[config.mk]
export PLATFORM = sky130hd
export DESIGN_NAME = e_mult_pipe
export DESIGN_NICKNAME = d
export VERILOG_FILES = /design/src/rtl/e_mult_pipe.sv
export SDC_FILE = /design/constraint.sdc
export NUM_CORES = 2
export LEC_CHECK = 0
export ABC_AREA = 0
export ABC_CLOCK_PERIOD_IN_PS = 15800
export CORE_ASPECT_RATIO = 2
export CORE_UTILIZATION = 55
export DETAILED_ROUTE_END_ITERATION = 12
export PLACE_DENSITY = 0.68
export SLEW_MARGIN = 10
export SYNTH_ARGS = -nofsm -noshare
export SYNTH_HDL_FRONTEND = slang
export SYNTH_SLANG_ARGS = --single-unit
[constraint.sdc]
create_clock -name clock -period 15.8 [get_ports clock]
set_clock_uncertainty 0.05 [all_clocks]
set_input_delay 4.74 -clock clock [delete_from_list [all_inputs] [get_ports clock]]
set_output_delay 4.74 -clock clock [all_outputs]
set_load 0.02 [all_outputs]
[src/rtl/e_mult_pipe.sv]
// -----------------------------------------------------------------------------
// e_mult_pipe -- pipelined integer multiply / accumulate unit (execute stage)
//
// Owns the architectural HI/LO pair. Every op, including MTHI/MTLO, walks the
// full LATENCY-deep pipeline and is applied to HI/LO in the last stage. This
// keeps program order and lets dependent accumulates issue back-to-back with
// no interlock.
//
// Parameters
//   WIDTH    operand width (even, >= 8)
//   LATENCY  acceptance-to-writeback cycles without stalls (2..16)
//
// Optional feature macro: MUL_ACC_EN
//   defined   : MADD/MADDU/MSUB/MSUBU accumulate into {HI,LO}
//   undefined : no accumulator; 010/100 act as MULTU, 011/101 act as MULT
//
// Ports
//   clock       system clock, rising edge
//   n_rst       asynchronous active-low reset
//   i_con_mul   op request strobe
//   i_op        opcode (see localparams below)
//   i_data_A    operand A, also the MTHI/MTLO source
//   i_data_B    operand B
//   i_stall     freeze the whole pipeline
//   i_flush     cancel every in-flight op (wins over stall)
//   o_data_Hi   HI register
//   o_data_Lo   LO register
//   o_con_mul   one-cycle pulse in the cycle after a writeback edge
//   o_busy      at least one op is in flight
//
// Handshake: there is no ready output. A request is taken on any rising edge
// where i_con_mul=1, i_stall=0 and i_flush=0; i_stall acts as "not ready",
// so a caller holds i_con_mul and its operands until a non-stalled,
// non-flushed edge. o_con_mul is a pure strobe with no back-pressure.
// -----------------------------------------------------------------------------
module e_mult_pipe #(
  parameter int WIDTH   = 32,
  parameter int LATENCY = 7
) (
  input  logic             clock,
  input  logic             n_rst,
  input  logic             i_con_mul,
  input  logic [2:0]       i_op,
  input  logic [WIDTH-1:0] i_data_A,
  input  logic [WIDTH-1:0] i_data_B,
  input  logic             i_stall,
  input  logic             i_flush,
  output logic [WIDTH-1:0] o_data_Hi,
  output logic [WIDTH-1:0] o_data_Lo,
  output logic             o_con_mul,
  output logic             o_busy
);

  localparam logic [2:0] OP_MULTU = 3'b000;
  localparam logic [2:0] OP_MULT  = 3'b001;
  localparam logic [2:0] OP_MADDU = 3'b010;
  localparam logic [2:0] OP_MADD  = 3'b011;
  localparam logic [2:0] OP_MSUBU = 3'b100;
  localparam logic [2:0] OP_MSUB  = 3'b101;
  localparam logic [2:0] OP_MTHI  = 3'b110;
  localparam logic [2:0] OP_MTLO  = 3'b111;

  localparam int PW = 2 * WIDTH;

  // Stage 0: captured request. Stages 1..LATENCY-1 carry the finished
  // product (or the move source) together with the opcode.
  logic [LATENCY-1:0] valid_q;
  logic [WIDTH-1:0]   a0_q;
  logic [WIDTH-1:0]   b0_q;
  logic [2:0]         op0_q;
  logic [2:0]         op_q   [LATENCY-1:1];
  logic [PW-1:0]      prod_q [LATENCY-1:1];

  logic [WIDTH-1:0]   hi_q;
  logic [WIDTH-1:0]   lo_q;
  logic               con_q;

  // ---------------------------------------------------------------------------
  // Stage 1 datapath: one full-width multiply of extended operands. The low
  // 2*WIDTH bits of the product of sign- (or zero-) extended operands are the
  // correct signed (or unsigned) result, so one multiplier serves both modes.
  // ---------------------------------------------------------------------------
  logic          signed_op;
  logic          move_op;
  logic [PW-1:0] ext_a;
  logic [PW-1:0] ext_b;
  logic [PW-1:0] mul_full;
  logic [PW-1:0] prod_nxt;

  always_comb begin
    signed_op = op0_q[0];
    move_op   = (op0_q == OP_MTHI) || (op0_q == OP_MTLO);
    ext_a     = signed_op ? {{WIDTH{a0_q[WIDTH-1]}}, a0_q} : {{WIDTH{1'b0}}, a0_q};
    ext_b     = signed_op ? {{WIDTH{b0_q[WIDTH-1]}}, b0_q} : {{WIDTH{1'b0}}, b0_q};
    mul_full  = ext_a * ext_b;
    // Moves reuse the product lane to carry A down to the writeback stage.
    prod_nxt  = move_op ? {{WIDTH{1'b0}}, a0_q} : mul_full;
  end

  // ---------------------------------------------------------------------------
  // Writeback stage: combine the final-stage payload with the HI/LO values
  // current at this edge, so back-to-back dependent ops see each other.
  // ---------------------------------------------------------------------------
  logic [2:0]       wb_op;
  logic [PW-1:0]    wb_prod;
  logic [PW-1:0]    hilo;
  logic [WIDTH-1:0] hi_nxt;
  logic [WIDTH-1:0] lo_nxt;

  always_comb begin
    wb_op   = op_q[LATENCY-1];
    wb_prod = prod_q[LATENCY-1];
    hilo    = {hi_q, lo_q};
    hi_nxt  = hi_q;
    lo_nxt  = lo_q;
    case (wb_op)
      OP_MTHI: hi_nxt = wb_prod[WIDTH-1:0];
      OP_MTLO: lo_nxt = wb_prod[WIDTH-1:0];
`ifdef MUL_ACC_EN
      OP_MADDU, OP_MADD: {hi_nxt, lo_nxt} = hilo + wb_prod;
      OP_MSUBU, OP_MSUB: {hi_nxt, lo_nxt} = hilo - wb_prod;
`endif
      // MULTU/MULT, and the accumulate opcodes when no accumulator is built.
      default: {hi_nxt, lo_nxt} = wb_prod;
    endcase
  end

  // ---------------------------------------------------------------------------
  // Pipeline control. Priority: reset > flush > stall > advance.
  // ---------------------------------------------------------------------------
  always_ff @(posedge clock or negedge n_rst) begin
    if (!n_rst) begin
      valid_q <= '0;
      a0_q    <= '0;
      b0_q    <= '0;
      op0_q   <= '0;
      for (int k = 1; k < LATENCY; k++) begin
        op_q[k]   <= '0;
        prod_q[k] <= '0;
      end
      hi_q  <= '0;
      lo_q  <= '0;
      con_q <= 1'b0;
    end else if (i_flush) begin
      // Cancels everything including an op at its writeback edge and a
      // same-cycle request; HI/LO untouched.
      valid_q <= '0;
      con_q   <= 1'b0;
    end else if (i_stall) begin
      con_q <= 1'b0;
    end else begin
      valid_q <= {valid_q[LATENCY-2:0], i_con_mul};
      if (i_con_mul) begin
        a0_q  <= i_data_A;
        b0_q  <= i_data_B;
        op0_q <= i_op;
      end
      op_q[1]   <= op0_q;
      prod_q[1] <= prod_nxt;
      for (int k = 2; k < LATENCY; k++) begin
        op_q[k]   <= op_q[k-1];
        prod_q[k] <= prod_q[k-1];
      end
      con_q <= valid_q[LATENCY-1];
      if (valid_q[LATENCY-1]) begin
        hi_q <= hi_nxt;
        lo_q <= lo_nxt;
      end
    end
  end

  assign o_data_Hi = hi_q;
  assign o_data_Lo = lo_q;
  assign o_con_mul = con_q;
  assign o_busy    = |valid_q;

endmodule

==> flow_summary.yaml <==
logic_synthesis:
  synth.distinct_cells: 68
  yosys_warnings: 0
  synthCells: 7225
  ys.flop_type: "dfrtp_1"
  synthTopCellsByArea: "fa_1 41%, dfrtp_1 20%, nand2_1 9.1%"
  synth_top_cell_by_area: "fa_1"
  synthArstFlopShare_pct: 100
  syn-num-nets: 9024
  synth_area_um2: 68600
  avgSynthCellArea_um2: 9.50
  ys_seq_area_share_pct: 19.7
  synth-edff-count: 0
  yosys.area.top_type_share_pct: 41.4
  synth_seq_cells: 541
clock_network:
  cts-buffers-inserted: 51
  cts_setup_buffers: 0
  clk_pin_slew_ps: 70
  ctsResizeCount: 0
  cts.sinks: 541
  tritoncts: "done"
  h-tree-depth: 2
  cts_hold_buf: 0
  clock_path_buffers: 3
  clk_latency_ps: 680
  cts_root_buffer: "clkbuf_16"
global_routing:
  grt_pass1_wl_um: 348000
  grt_use_total_pct: 39.0
  grt_pass1_vias: 55300
  grt_remaining_overflow: 0
  grt_max_degree: 225
  antenna_found_initial: 18
final_layout:
  drive_above_1_share_pct: 4.25
  regArea_um2: 13500
  n_fill_cell: 11000
  layout_commonest_cell: "nand2_1"
  multi_input_area_um2: 47900
  nets: 8922
  mostFrequentLayoutCells: "1660 x nand2_1, 1529 x inv_1, 1419 x fa_1"
  area_delta_synth_final_pct: 6.70
critical_path:
  r2r_cells: 27
  worstSetupEndpointType: "flop"
  rrSetupSlack_ps: 5310
  r2r_end: "prod_q[63]"
  cp-start-kind: "flop"
  crit_fanout: 24
  arrival_ps: 10980
  path_class: "reg -> reg"
  r2r-start: "op0_q[0]"
  cp_slowest_cell: "fa_1"
  crit_path_max_incr_delay_ps: 1250
  required_ps: 16290
  crit_top_cell: "fa_1"
detailed_routing:
  wl_per_cell_um: 26.2
  post-route-drc-count: 0
  drt_iter0_markers: 3340
  num_vias: 49100
  drt-pass1-iter-count: 8
  wl_um: 232000
  vias_per_cell: 5.56
  ant_nets: 0
floorplan:
  die_w_um: 252
  rows: 183
  die-area_um2: 126000
  ioPinCount: 138
  initial_core_util_pct: 55.3
  die_y_um: 502
  core_area_um2: 124000
timing:
  drv_slew: 0
  max_slew_margin_pct: 18.3
  clock.fmax_mhz: 95.3
  setup-tns-final_ps: 0
  final-setup-viol-count: 0
  finalHoldViolCount: 0
  rsz0062_at_grt: "false"
  timing.final.crit_period_ps: 10490
  period_share_pct: 66.4
  worstMarginPinSlew_ps: 1230
placement:
  gp_congestion: 1.03
  dp_hpwl_um: 176000
  portBuffers: 137
hold_path:
  min_path_cells: 2
  min_from: "prod_q[163]"
  hold_path_end: "prod_q[227]"
  min_path_type: "reg -> reg"
outcome:
  outcome: "finished clean"
run:
  max_cap_viol_count: 0
[per-stage QoR]
step                      hold WS [ps]  instance area [um^2]  setup WS [ps]  util [%]  cells
after global routing               421                 73200           4960      59.0   8829
after detailed placement           398                 71400           5590      57.5   8735
after floorplan                    380                 68600           6620         -   7225
after CTS                          393                 73200           5530      59.0   8826
after global placement             396                 71400           5640      57.5   8735
final                              408                 73200           5310      59.0   8842
[worst max path at each step]
stage / startpoint / endpoint / slack, ps / cells after the start
after floorplan: a0_q[31] / prod_q[63] / 6620 / 27
after global placement: op0_q[0] / prod_q[63] / 5640 / 29
after detailed placement: op0_q[0] / prod_q[63] / 5590 / 29
after CTS: op0_q[0] / prod_q[63] / 5530 / 29
after global routing: op0_q[0] / prod_q[63] / 4960 / 27
final: op0_q[0] / prod_q[63] / 5310 / 27
[worst max-delay path: cells and delay by family, from the launching register on]
kind	cells	cell delay [ps]
flip-flops	1	370
AND/OR/NAND/NOR	5	1200
buffers and inverters	8	1390
AO/OA/AOI/OAI	3	750
adder cells (fa/ha/maj)	11	6540
[cells in the mapped netlist, types with 10 or more instances]
cell      count
nand4_1      17
mux2i_1      41
a31oi_1      18
clkbuf_1    356
o21ai_1      10
dfrtp_1     541
and2_1      574
nor2_1       82
nor3_1       10
nand2_1    1662
o21ai_0     100
buf_1        22
ha_1        308
inv_1      1529
xor2_1       30
nand3_1      25
and3_1       31
a21oi_1     101
fa_1       1419
a21o_1       43
mux2_2       99
xnor2_1      76
[cell families (layout without fill, tap and decap cells)]
kind of cell    count (synthesis)  count (layout)  share of synthesized area, %
compound gates                371             371                          3.44
xor+xnor                      106             106                          1.35
fa+ha+maj                    1729            1729                          47.0
buf+inv                      1908            1844                          10.4
flops                         541             541                          19.7
mux                           140             140                          2.22
other cells                     0              16                             0
simple gates                 2430            2430                          15.8
[layer usage]
| layer | vias up | GRT usage [%] | part of all wire (%) |
|---|---|---|---|
| met5 | - | 0 | 0.013 |
| met4 | 6 | 45.5 | 15 |
| met3 | 1073 | 9.10 | 6.8 |
| met2 | 2085 | 67.3 | 51 |
| met1 | 25100 | 34.5 | 28 |
| li1 | 20800 | - | - |
[state kept, by name, indices dropped and copies added (netlist names), 7 cells and up]
signal and cells:
prod_q 320, wb_prod 64, a0_q 32, b0_q 32, o_data_Hi 32, o_data_Lo 32, op_q 15, valid_q 7
[final cells by class]
cell class | count | share of cell area, %
Antenna cell | 16 | 0.0547
Clock buffer | 73 | 2.06
Clock inverter | 18 | 0.390
Inverter | 1529 | 7.84
Multi-Input combinational cell | 4776 | 65.5
Sequential cell | 541 | 18.5
Tap cell | 1665 | 2.85
Timing Repair Buffer | 224 | 2.84
Power is not shown: default switching activity piles up to over one toggle a cycle in this logic, so the estimate is an artifact.
